### config.mk
export PLATFORM = sky130hd
export DESIGN_NAME = proj_minhash_sketcher_flat
export DESIGN_NICKNAME = d
export VERILOG_FILES = /design/src/rtl/proj_minhash_sketcher_if.sv /design/src/rtl/proj_minhash_sketcher.sv /design/src/flat_wrapper.sv
export SDC_FILE = /design/constraint.sdc
export NUM_CORES = 2
export LEC_CHECK = 0
export ABC_CLOCK_PERIOD_IN_PS = 8800
export BUFFER_PORTS_ARGS = -buffer_cell sky130_fd_sc_hd__buf_2
export CAP_MARGIN = 10
export CORE_ASPECT_RATIO = 1.1
export CORE_MARGIN = 10
export CORE_UTILIZATION = 35
export CTS_CLUSTER_SIZE = 28
export DETAILED_ROUTE_END_ITERATION = 10
export HOLD_SLACK_MARGIN = 0.02
export SYNTH_ARGS = -nofsm -noshare
export SYNTH_HDL_FRONTEND = slang
export SYNTH_SLANG_ARGS = --single-unit
### constraint.sdc
create_clock -name clk -period 8.8 [get_ports clk]
set_input_delay 0.88 -clock clk [delete_from_list [all_inputs] [get_ports clk]]
set_output_delay 0.88 -clock clk [all_outputs]
set_load 0.005 [all_outputs]
### src/rtl/proj_minhash_sketcher_if.sv
// Nucleotide input stream and signature output stream of the MinHash sketcher.
// The sketcher is the slave of both streams; the sequence reader and signature store form the master side.
interface proj_minhash_sketcher_if #(
    parameter int DATA_BITS = 2,
    parameter int HASH_BITS = 32,
    parameter int NUM_HASH  = 4,
    parameter int CNT_BITS  = 16
);
    logic                          in_valid;
    logic                          in_ready;
    logic [DATA_BITS-1:0]          in_data;
    logic                          in_last;
    logic                          sig_valid;
    logic                          sig_ready;
    logic [NUM_HASH*HASH_BITS-1:0] sig_data;
    logic [CNT_BITS-1:0]           sig_kmer_count;

    modport master (
        output in_valid, in_data, in_last, sig_ready,
        input  in_ready, sig_valid, sig_data, sig_kmer_count
    );

    modport slave (
        input  in_valid, in_data, in_last, sig_ready,
        output in_ready, sig_valid, sig_data, sig_kmer_count
    );
endinterface

### src/rtl/proj_minhash_sketcher.sv
// Streaming MinHash sketcher: rolling k-mer window, NUM_HASH seeded hash lanes, running per-lane minimum.
// Optional canonical k-mers (min of forward and reverse complement) under `define PROJ_MINHASH_CANON_EN.
module proj_minhash_sketcher #(
    parameter int DATA_BITS = 2,
    parameter int KMER_LEN  = 16,
    parameter int HASH_BITS = 32,
    parameter int NUM_HASH  = 4,
    parameter int CNT_BITS  = 16
) (
    input  logic                          clk,
    input  logic                          rst_n,
    input  logic                          start_over,
    input  logic [NUM_HASH*HASH_BITS-1:0] seeds,
    output logic                          busy,
    proj_minhash_sketcher_if.slave        bus
);
    localparam int KW = KMER_LEN * DATA_BITS;
    localparam int FW = $clog2(KMER_LEN + 1);
    localparam logic [31:0] MUL_C1 = 32'h1b873593;
    localparam logic [31:0] ADD_C2 = 32'he6546b64;

    typedef enum logic [1:0] {S_FILL, S_DRAIN, S_OUT} state_e;

    state_e                             state_q, state_d;
    logic [1:0]                         drain_q, drain_d;
    logic                               accept, sig_done, clear;
    logic [KW-1:0]                      win_q;
    logic [FW-1:0]                      fill_q;
    logic                               seed_arm_q;
    logic [NUM_HASH-1:0][HASH_BITS-1:0] seed_q, s1_d, s1_q, h_q, min_q;
    logic                               v0_q, v1_q, v2_q;
    logic [CNT_BITS-1:0]                cnt_q;
    logic [HASH_BITS-1:0]               kmer, kmer_mix;

    function automatic logic [31:0] rol13(input logic [31:0] x);
        return {x[18:0], x[31:19]};
    endfunction

    function automatic logic [31:0] rol15(input logic [31:0] x);
        return {x[16:0], x[31:17]};
    endfunction

    // start_over outranks everything, including a beat offered in the same cycle
    assign accept   = bus.in_valid && (state_q == S_FILL) && !start_over;
    assign sig_done = (state_q == S_OUT) && bus.sig_ready;
    assign clear    = start_over || sig_done;

    // NOTE: every combinational output gets a default first so no path leaves it unassigned (no latches).
    always_comb begin
        state_d       = state_q;
        drain_d       = drain_q;
        bus.in_ready  = 1'b0;
        bus.sig_valid = 1'b0;
        case (state_q)
            S_FILL: begin
                bus.in_ready = 1'b1;
                drain_d      = 2'd0;
                if (accept && bus.in_last) state_d = S_DRAIN;
            end
            S_DRAIN: begin
                drain_d = drain_q + 2'd1;
                if (drain_q == 2'd3) state_d = S_OUT;
            end
            S_OUT: begin
                bus.sig_valid = 1'b1;
                if (bus.sig_ready) state_d = S_FILL;
            end
            default: state_d = S_FILL;
        endcase
        if (start_over) begin
            state_d = S_FILL;
            drain_d = 2'd0;
        end
    end

    // NOTE: sequential state uses non-blocking assignments so every flop samples pre-edge values.
    always_ff @(posedge clk or negedge rst_n) begin
        if (!rst_n) begin
            state_q <= S_FILL;
            drain_q <= 2'd0;
        end else begin
            state_q <= state_d;
            drain_q <= drain_d;
        end
    end

`ifdef PROJ_MINHASH_CANON_EN
    logic [KW-1:0] rc_q;

    // Complement enters at the top so the register reads as the reverse complement of the window
    always_ff @(posedge clk or negedge rst_n) begin
        if (!rst_n) begin
            rc_q <= '0;
        end else if (clear) begin
            rc_q <= '0;
        end else if (accept) begin
            rc_q <= {~bus.in_data, rc_q[KW-1:DATA_BITS]};
        end
    end

    assign kmer = HASH_BITS'((rc_q < win_q) ? rc_q : win_q);
`else
    assign kmer = HASH_BITS'(win_q);
`endif

    assign kmer_mix = rol15(kmer) * MUL_C1;

    always_comb begin
        for (int i = 0; i < NUM_HASH; i++) begin
            s1_d[i] = rol13(seed_q[i]) ^ kmer_mix;
        end
    end

    always_ff @(posedge clk or negedge rst_n) begin
        if (!rst_n) begin
            win_q      <= '0;
            fill_q     <= '0;
            seed_arm_q <= 1'b1;
            seed_q     <= '0;
            v0_q       <= 1'b0;
            v1_q       <= 1'b0;
            v2_q       <= 1'b0;
            cnt_q      <= '0;
            min_q      <= '1;
        end else if (clear) begin
            win_q      <= '0;
            fill_q     <= '0;
            seed_arm_q <= 1'b1;
            v0_q       <= 1'b0;
            v1_q       <= 1'b0;
            v2_q       <= 1'b0;
            cnt_q      <= '0;
            min_q      <= '1;
        end else begin
            if (accept) begin
                win_q <= {win_q[KW-DATA_BITS-1:0], bus.in_data};
                if (fill_q != FW'(KMER_LEN)) fill_q <= fill_q + 1'b1;
                if (seed_arm_q) begin
                    seed_q     <= seeds;
                    seed_arm_q <= 1'b0;
                end
            end
            v0_q <= accept && (fill_q >= FW'(KMER_LEN - 1));
            v1_q <= v0_q;
            v2_q <= v1_q;
            if (v2_q) begin
                for (int i = 0; i < NUM_HASH; i++) begin
                    if (h_q[i] < min_q[i]) min_q[i] <= h_q[i];
                end
                if (cnt_q != '1) cnt_q <= cnt_q + 1'b1;
            end
        end
    end

    // NOTE: pure datapath flops carry no reset; the v*_q valid bits decide when their contents matter.
    always_ff @(posedge clk) begin
        s1_q <= s1_d;
        for (int i = 0; i < NUM_HASH; i++) begin
            h_q[i] <= s1_q[i] * 32'd5 + ADD_C2;
        end
    end

    assign bus.sig_data       = min_q;
    assign bus.sig_kmer_count = cnt_q;
    assign busy = (state_q != S_FILL) || (fill_q != '0) || v0_q || v1_q || v2_q;
endmodule

### src/flat_wrapper.sv
// flat-port wrapper written by rule: the top's interface ports become plain ports
module proj_minhash_sketcher_flat 
#(
    parameter int DATA_BITS = 2,
    parameter int KMER_LEN  = 16,
    parameter int HASH_BITS = 32,
    parameter int NUM_HASH  = 4,
    parameter int CNT_BITS  = 16
)
  (clk, rst_n, start_over, seeds, busy, bus_in_valid, bus_in_data, bus_in_last, bus_sig_ready, bus_in_ready, bus_sig_valid, bus_sig_data, bus_sig_kmer_count);
  proj_minhash_sketcher_if #(.DATA_BITS(DATA_BITS), .HASH_BITS(HASH_BITS), .NUM_HASH(NUM_HASH), .CNT_BITS(CNT_BITS)) bus_i ();
  input  logic clk;
  input  logic rst_n;
  input  logic start_over;
  input  logic [NUM_HASH*HASH_BITS-1:0] seeds;
  output logic busy;
  input wire logic [$bits(bus_i.in_valid)-1:0] bus_in_valid;
  input wire logic [$bits(bus_i.in_data)-1:0] bus_in_data;
  input wire logic [$bits(bus_i.in_last)-1:0] bus_in_last;
  input wire logic [$bits(bus_i.sig_ready)-1:0] bus_sig_ready;
  output wire logic [$bits(bus_i.in_ready)-1:0] bus_in_ready;
  output wire logic [$bits(bus_i.sig_valid)-1:0] bus_sig_valid;
  output wire logic [$bits(bus_i.sig_data)-1:0] bus_sig_data;
  output wire logic [$bits(bus_i.sig_kmer_count)-1:0] bus_sig_kmer_count;
  assign bus_i.in_valid = bus_in_valid;
  assign bus_i.in_data = bus_in_data;
  assign bus_i.in_last = bus_in_last;
  assign bus_i.sig_ready = bus_sig_ready;
  assign bus_in_ready = bus_i.in_ready;
  assign bus_sig_valid = bus_i.sig_valid;
  assign bus_sig_data = bus_i.sig_data;
  assign bus_sig_kmer_count = bus_i.sig_kmer_count;
  proj_minhash_sketcher #(.DATA_BITS(DATA_BITS), .KMER_LEN(KMER_LEN), .HASH_BITS(HASH_BITS), .NUM_HASH(NUM_HASH), .CNT_BITS(CNT_BITS)) u_core (.clk(clk), .rst_n(rst_n), .start_over(start_over), .seeds(seeds), .busy(busy), .bus(bus_i));
endmodule
==> summary.txt <==
Status
  • Outcome: finished, final reports clean

Cells and area
  • Area grow syn2layout: 14.7%
  • Multi-input gate area: between 20000 and 25000 um^2
  • Share of post-route cells with drive strength above 1: between 10% and 20%
  • Final Util: about two fifths
  • # fillers: roughly 11000
  • Storage cell area: about 13000 um^2
  • Nets: between 5000 and 6000

Flow run
  • Max_cap viols: 0

Timing
  • Slew of the pin with the lowest slew margin: 1.19 ns
  • Worst hold slack: ~0.31 ns
  • Setup TNS: 0 ns
  • RSZ-0062 raised after global routing: no
  • Crit path time final: between 7 and 8 ns
  • Post-route clock period utilization: between 80% and 90%
  • Final number of setup-violating endpoints: 0
  • Hold Violations, Final: 0
  • Setup WS post-layout: about 0.9 ns
  • Max-slew violation count: 0
  • Setup Skew: 0.0378 ns
  • Max Clk Rate: between 100 and 150 MHz
  • Worst relative slew slack: between 20 and 25%

Synthesis
  • Synth top area share: roughly 17%
  • Post-synthesis net count: 4774
  • Post-synthesis xor/xnor area fraction: between 6 and 7%
  • Area leader, netlist: ha_1
  • Library cells used by synthesis: between 80 and 90
  • Mux contribution to synthesized area: under 10%
  • Post-Synthesis Cells: around 3900
  • Post-Syn Area: about 39000 um^2
  • Top post-synthesis cells by count: inv_1 (725), ha_1 (532), dfxtp_1 (256)
  • Cell with the most instances after synthesis: inv_1
  • Async set or reset register ratio after synthesis: 55.3%
  • Register bit total from synthesis: 573
  • Most used DFF post-synth: dfxtp_1
  • Post-synthesis sequential area ratio: about 34%
  • Main combinational cell family by area after synthesis: adder cells
  • Post-synth EDFFs: 0
  • YS warnings: 0
  • Synth Area in Compound Gates: a little under a tenth
  • Mean Syn Cell Area: 10.2 um^2
  • Simple-gate share of the synthesized area: ~8%
  • Top post-synthesis cells by area: ha_1 (17%), dfxtp_1 (13%), fa_1 (12%)
  • Adder-cell share of the synthesized area: just under 30%

Detailed routing
  • WL/cell: roughly 19 um
  • Vias: ~27000
  • Vias per cell: between 4 and 5
  • Post-Route WL: 108 mm
  • Drt pass-1 iters: 6
  • Initial DRC count: 1311
  • DR DRC count: 0
  • DRT antenna net count: 0

Worst setup path
  • Critical Path, Cell by Cell: ha_1, xnor2_2, inv_1, ha_1, ha_1, inv_1, fa_1, inv_1, ha_1, fa_1, fa_1, inv_1, fa_1, inv_1, ha_1, o21ai_0, nand2b_1, a31o_2, a21oi_1, o21bai_1, xor2_1, xor2_1
  • R2r setup slk: ~0.89 ns
  • CP Launch Type: flop
  • Critical Path Sink Type: flop
  • WS Path Type: flop to flop
  • CP max stage cell: xnor2_2
  • CP arrival: ~8.4 ns
  • Bufs and invs on worst path: 5
  • Delay-heaviest family, CP: adder cells
  • Largest stage delay, worst path: approximately 0.96 ns
  • Maximum fanout along the worst path: 8
  • Crit path required time: ~9 ns

Global routing
  • Largest net degree at the start of global routing: ~150
  • First-pass GRT wire length: 166 mm
  • Gr ovfl total: 0
  • Initial antenna violation count: 15
  • Vias in the first global route: 28242
  • Total Routing Usage GR: between 10% and 20%

Pwr
  • Switching power: between 5 and 6 mW
  • Cell internal pwr: roughly 8.1 mW
  • Gate power share: around 48%
  • Clk network pwr share: ~22%
  • Lkg Pwr: 23.5 nW
  • VDD IR max: roughly 190 uV
  • PwrDens: roughly 300 nW/um^2
  • Total power: 13.5 mW
  • Switching part of the total: around two fifths
  • Flop pwr share: 29.3%

Die
  • DIE WIDTH: between 300 and 400 um
  • Starting Density: 35.4%
  • Die height: between 300 and 400 um
  • Total I/O pin count: 283
  • Core Box Area: 111000 um^2
  • Die area: between 100000 and 150000 um^2
  • Rows: 128

CTS
  • Clock slew at reported path FFs: approximately 0.06 ns
  • Hold Buf Count CTS: 0
  • Setup bufs post-CTS: 0
  • CTS tree: done
  • CTS resizes: 0
  • Clock Latency Late Sink: around 0.65 ns
  • H-tree depth: 3
  • CTS root buf: clkbuf_16
  • Clock sinks: roughly 570
  • Num CTS Buffers: 69
  • Deepest clock path buffer count: 3

Hold path
  • Hold crit path type: input pin to asynchronous set/reset pin

Placed design
  • Pre-CTS WS: roughly 0.74 ns
  • Port Buffers: 282
  • HPWL Detailed: just under 90 mm
  • Routability cong.: around 0.94
## worst paths after layout
| path | from | end | cells past startpoint |
|---|---|---|---|
| max | u_core.kmer[19] | u_core.s1_q[120] | 22 |
| min | rst_n | u_core.seed_q[67] | 1 |
| max reg2reg | u_core.kmer[19] | u_core.s1_q[120] | 22 |
| min reg2reg | u_core.s1_q[97] | u_core.h_q[97] | 0 |
| max in group asynchronous | rst_n | u_core.bus.sig_kmer_count[0] | 2 |
| min in group clk | u_core.s1_q[97] | u_core.h_q[97] | 0 |
## cell type report
class                   instances  area share [%]
multi-input cells            2488            51.5
flip-flops and latches        573            29.3
inverters                     725            6.03
clock buffers                 104            4.57
well taps                    1495            4.15
repair buffers                313            3.69
clock inverters                24           0.790
diodes                          1         0.00555
## through the flow
stage	std cells	instance area (um^2)
6_report	5723	45100
5_1_grt	5723	45100
4_1_cts	5722	45100
3_5_place_dp	5594	42700
3_3_place_gp	5594	42700
2_1_floorplan	3865	39400
## cells in the final DEF, fill, tap and decap left out, types with 129 or more instances in the layout
cell type and count:
a21oi_1 130, buf_2 281, dfrtp_1 188, dfstp_2 129, dfxtp_1 256, fa_1 241, ha_1 532, inv_1 725
mux2_2 129, nand3_1 133, nor2_1 227, o21ai_0 130, xnor2_1 144, xor2_1 153
## layer usage
layer / GRT usage (%) / wire length [um] / part of all wire (%) / up-vias
met5: 0 / 119 / 0.11 / -
met4: 5.48 / 3250 / 3.0 / 18
met3: 3.89 / 6430 / 6.0 / 159
met2: 27.3 / 48900 / 45 / 567
met1: 22.4 / 49200 / 46 / 13335
li1: - / - / - / 13355
## registers in the layout (all words and copies together), names as in the netlist
signal and flops:
u_core.bus.sig_data 128, u_core.bus.sig_kmer_count 16, u_core.drain_q 2, u_core.fill_q 5, u_core.h_q 128, u_core.kmer 32
u_core.s1_q 128, u_core.seed_arm_q 1, u_core.seed_q 128, u_core.state_q 2, u_core.v0_q 1, u_core.v1_q 1
u_core.v2_q 1
## logic make-up after synthesis
family | Yosys count
buffers and inverters | 804
and+or+nand+nor | 660
xor gates and xnor gates | 307
AOI/OAI and AO/OA | 550
adders and majority gates | 773
muxes | 198
DFF | 573
## power by group through the flow
stage                     Sequential, mW  Clock (mW)  Combinational (mW)
after global placement              3.99           0                6.40
after floorplan                     3.73           0                5.11
after CTS                           3.95        3.11                6.55
final                               3.95        3.02                6.51
after global routing                4.02        3.21                7.40
after detailed placement            4.00           0                6.48
Power figures use the tool's default switching activity.
